[config.mk]
export PLATFORM = sky130hd
export DESIGN_NAME = term_collector
export DESIGN_NICKNAME = d
export VERILOG_FILES = /design/src/rtl/accumulator_pkg.sv /design/src/rtl/term_collector.sv
export SDC_FILE = /design/constraint.sdc
export NUM_CORES = 1
export LEC_CHECK = 0
export CORE_MARGIN = 2
export CORE_UTILIZATION = 44
export DETAILED_ROUTE_END_ITERATION = 7
export GPL_TIMING_DRIVEN = 1
export PLACE_DENSITY = 0.82
export SETUP_SLACK_MARGIN = 0.15
export SLEW_MARGIN = 0
export SYNTH_ARGS = -nofsm -noshare
export SYNTH_HDL_FRONTEND = slang
export SYNTH_SLANG_ARGS = --single-unit
[constraint.sdc]
create_clock -name clk -period 3.2 [get_ports clk]
set_clock_uncertainty 0.05 [all_clocks]
set_input_delay 0.8 -clock clk [delete_from_list [all_inputs] [get_ports clk]]
set_output_delay 0.8 -clock clk [all_outputs]
set_load 0.01 [all_outputs]
[src/rtl/accumulator_pkg.sv]
// Shared definitions for the term collector and its downstream accumulator:
// the collector state encoding and the common term-width calculation.
package accumulator_pkg;

    typedef enum logic [0:0] {
        FILL = 1'b0,
        HOLD = 1'b1
    } collector_state_e;

    // Width that holds the sum of num_elements maximal word_len-bit words
    function automatic int calc_bit_len(input int word_len, input int num_elements);
        return word_len + $clog2(num_elements);
    endfunction

endpackage

[src/rtl/term_collector.sv]
// Serial-to-parallel front end: packs zero-extended input words into a frame
// of terms and holds it stable until the downstream accumulator takes it.
module term_collector
    import accumulator_pkg::*;
#(
    parameter int NUM_ELEMENTS = 9,
    parameter int WORD_LEN     = 16,
    parameter int BIT_LEN      = calc_bit_len(WORD_LEN, NUM_ELEMENTS)
) (
    input  logic                                clk,
    input  logic                                rst_n,
    input  logic                                in_valid,
    output logic                                in_ready,
    input  logic [WORD_LEN-1:0]                 in_data,
    input  logic                                in_last,
    output logic [BIT_LEN-1:0]                  terms [NUM_ELEMENTS],
    output logic [$clog2(NUM_ELEMENTS+1)-1:0]   out_count,
    output logic                                out_valid,
    input  logic                                out_ready
);

    localparam int IDX_W = $clog2(NUM_ELEMENTS);
    localparam int CNT_W = $clog2(NUM_ELEMENTS + 1);
    localparam logic [IDX_W-1:0] LAST_IDX = IDX_W'(NUM_ELEMENTS - 1);

    collector_state_e   state_r;
    collector_state_e   state_nxt_s;
    logic [IDX_W-1:0]   idx_r;
    logic [CNT_W-1:0]   out_count_r;
    logic               in_ready_r;
    logic               out_valid_r;
    logic [BIT_LEN-1:0] terms_r [NUM_ELEMENTS];
    logic               accept_s;
    logic               close_s;
    logic               release_s;

    // Handshake decode and next-state selection
    always_comb begin
        accept_s    = 1'b0;
        close_s     = 1'b0;
        release_s   = 1'b0;
        state_nxt_s = state_r;
        case (state_r)
            FILL: begin
                accept_s = in_valid && in_ready_r;
                close_s  = accept_s && (in_last || (idx_r == LAST_IDX));
                if (close_s) begin
                    state_nxt_s = HOLD;
                end else begin
                    state_nxt_s = FILL;
                end
            end
            HOLD: begin
                release_s = out_ready;
                if (out_ready) begin
                    state_nxt_s = FILL;
                end else begin
                    state_nxt_s = HOLD;
                end
            end
            default: begin
                state_nxt_s = FILL;
            end
        endcase
    end

    // State, registered handshake flags, slot index and frame count.
    // in_ready stays low through reset and rises on the first clock after it.
    always_ff @(posedge clk or negedge rst_n) begin
        if (!rst_n) begin
            state_r     <= FILL;
            idx_r       <= '0;
            out_count_r <= '0;
            in_ready_r  <= 1'b0;
            out_valid_r <= 1'b0;
        end else begin
            state_r     <= state_nxt_s;
            in_ready_r  <= (state_nxt_s == FILL);
            out_valid_r <= (state_nxt_s == HOLD);
            if (release_s) begin
                idx_r       <= '0;
                out_count_r <= '0;
            end else if (accept_s) begin
                idx_r <= idx_r + IDX_W'(1'b1);
                if (close_s) begin
                    out_count_r <= CNT_W'(idx_r) + CNT_W'(1'b1);
                end
            end
        end
    end

    // Term buffer: cleared on release so unused slots of the next frame read zero
    always_ff @(posedge clk or negedge rst_n) begin
        if (!rst_n) begin
            for (int k = 0; k < NUM_ELEMENTS; k++) begin
                terms_r[k] <= '0;
            end
        end else if (release_s) begin
            for (int k = 0; k < NUM_ELEMENTS; k++) begin
                terms_r[k] <= '0;
            end
        end else if (accept_s) begin
            terms_r[idx_r] <= {{(BIT_LEN-WORD_LEN){1'b0}}, in_data};
        end
    end

    assign in_ready  = in_ready_r;
    assign out_valid = out_valid_r;
    assign out_count = out_count_r;
    assign terms     = terms_r;

endmodule

==> impl_metrics.toml <==
[worst_setup_path]
critPathMaxStageDelay_ps = 590
crit_type = "reg2out"
critical_path_required_ps = 2350
crit_buf_inv = 1
cp_top_family = "buffers and inverters"
endpoint_kind = "output pin"
critical_path_depth = 1
cp_slowest_cell = "clkdlybuf4s50_1"
reg2reg_depth = 5
cp_cell_sequence = "clkdlybuf4s50_1"
critPathMaxFanout = 8
startpoint_type = "flop"
arrival_ps = 1500

[sta]
timing.final.crit_share_pct = 73.4
report.final.slew_viol_count = 0
maxSlewHeadroom_pct = 54.1
fmax_mhz = 426
tightestPinTransition_ps = 686
setup-violations-final = 0
rsz0062_at_grt = "false"
tns_ps = 0
layout_setup_ws_ps = 850
hold_violations = 0
holdWs_ps = 291
min_period_ps = 2350

[route]
top_layer = "met4"
wl_per_cell_um = 18.4
met2_length_um = 9290
dr.pass1.iters = 7
wl_met3_um = 2030
dr.first_iter.drc_count = 398
viasPerCell = 5.34
met1_length_um = 8230
routed_wl_um = 19900
ant_nets = 0
vias = 5759
drc = 0

[cts]
post-cts-setup-buffers = 0
cts_resized = 0
clockRootBuffer = "clkbuf_16"
clock-sinks = 154
cts_buffer_depth = 2
cts_buffers = 17
holdBufCountCts = 0
htree_levels = 4
path_clk_slew_ps = 60
worstSkewPairLatency_ps = 430
cts_tree = "done"

[synth]
synth_top_cell_area_share_pct = 55.3
synth_cell_type_count = 41
syn-instance-count = 709
synthTopCellsByArea = "dfrtp_1, nand2_1, mux2i_1"
synth_top_family_by_area = "simple AND/OR/NAND/NOR gates"
netlist_area_um2 = 6970
syn_avg_cell_area_um2 = 9.83
synth_seq_cells = 154
yosys_warnings = 0
synth_compound_area_share_pct = 9.19
ys_async_sr_fraction_pct = 100
dominantRegCellSynth = "dfrtp_1"
seq_area_frac_synth_pct = 55.3
synthAdderAreaFrac_pct = 0.718
synth-xor-area-share_pct = 0.251
post_synth_mux_area_share_pct = 7.61
yosys.area.top_type = "dfrtp_1"
synth_edf_count = 0
synth-simple-area-share_pct = 18.0

[cells_and_area]
diodes = 0
final_cells = 1079
nNetsFinal = 876
syn_to_final_growth_pct = 32.6
drive_gt1_share_pct = 7.07

[power]
irDropWorstVdd_mv = 0.384
powerDensity_nw_per_um2 = 817
p_leak_nw = 4.19
power_mw = 7.55

[floorplan]
die_w_um = 130
ios = 207
rows = 46
start_util_pct = 44.5
coreArea_um2 = 15700
fp.dieH_um = 130
dieArea_um2 = 16900

[min_path]
hold_path_class = "in2async"

[global_route]
grt_overflow = 0
grtUsageTotal_pct = 23.5
grt_max_degree = 65
grt_pass1_vias = 5352
antenna_found_initial = 0
grt_pass1_wl_um = 29800

[placed_design]
port_buffers = 170
dp_hpwl_um = 13000
post-place-ws_ps = 492
place.gp.congestion = 0.805
placed_cells = 1048

[job]
max_cap_violations = 0

[outcome]
outcome = "complete, no violations"
[cell usage after synthesis (2+ instances only)]
cell type  number
clkbuf_1       28
a31oi_1         2
buf_6           4
mux2i_1        53
o211ai_1        2
ha_1            4
and2_2          2
inv_1          10
a21oi_1        20
nand2_1       147
buf_1           5
and2_4          4
buf_2           9
nand3b_1        4
dfrtp_1       154
and2b_2         3
buf_4          42
o21ai_0        91
nand3_1        95
clkbuf_2        5
o21ai_1         5
[through the flow]
step                      instance area [µm²]  util (%)
after global routing                     9240      59.0
after global placement                   8650      55.3
after detailed placement                 8650      55.3
after CTS                                9240      59.0
final                                    9240      59.0
after floorplan                          7100         -
[path summary, 6_finish.rpt]
check / from / end / slack [ps]
setup / recovery: out_valid$_DFF_PN0_ / out_valid / 850
hold / removal: rst_n / terms[152]$_DFFE_PN0P_ / 290
setup reg to reg: idx_r[0]$_DFFE_PN0P_ / terms[1]$_DFFE_PN0P_ / 1140
hold reg to reg: terms[65]$_DFFE_PN0P_ / terms[65]$_DFFE_PN0P_ / 470
max in group asynchronous: rst_n / terms[1]$_DFFE_PN0P_ / 1970
min in group clk: terms[65]$_DFFE_PN0P_ / terms[65]$_DFFE_PN0P_ / 470
[where the power goes]
part / internal [mW] / switching, mW / total [mW]
Combinational: 1.32 / 1.30 / 2.61
Clock: 1.24 / 0.793 / 2.03
Sequential: 2.50 / 0.402 / 2.90
[sequential cells by signal, summed over array words and instances, names as in the netlist]
register / count
terms: 144
idx_r: 4
out_count: 4
in_ready: 1
out_valid: 1
[layout make-up]
class / instances / area [µm²]
clock inverters: 11 / 146
fillers: 1325 / 6410
multi-input cells: 485 / 2640
flip-flops and latches: 154 / 3850
inverters: 11 / 41.3
repair buffers: 182 / 1840
well taps: 216 / 270
clock buffers: 20 / 447
[cells by family (layout without fill, tap and decap cells)]
kind of cell               after synthesis  after routing
adders and majority gates                4              4
other                                    1             36
AOI/OAI and AO/OA                      124            124
muxes                                   53             53
and+or+nand+nor                        266            266
xor gates and xnor gates                 2              2
DFF                                    154            154
buffers and inverters                  105            224
[routing by layer]
| metal | GRT usage [%] | vias to the layer above |
|---|---|---|
| met5 | 0 | - |
| met1 | 31.5 | 2842 |
| li1 | - | 2595 |
| met4 | 8.10 | 0 |
| met2 | 35.9 | 289 |
| met3 | 7.87 | 33 |
[cell usage in the layout, fill, tap and decap left out, types with 2 or more instances in the layout]
cell	instances
mux2i_1	53
inv_1	10
o211ai_1	2
and2_2	2
and2_4	4
nand2_1	146
clkdlybuf4s50_1	169
o21ai_1	5
nand3b_1	4
and2b_2	3
clkbuf_16	17
a21oi_1	20
ha_1	4
o21ai_0	91
conb_1	36
buf_4	8
dfrtp_1	154
clkinv_2	2
buf_12	4
a31oi_1	2
clkbuf_1	2
bufinv_16	3
nand3_1	95
clkinvlp_4	5
Power figures use the tool's default switching activity.
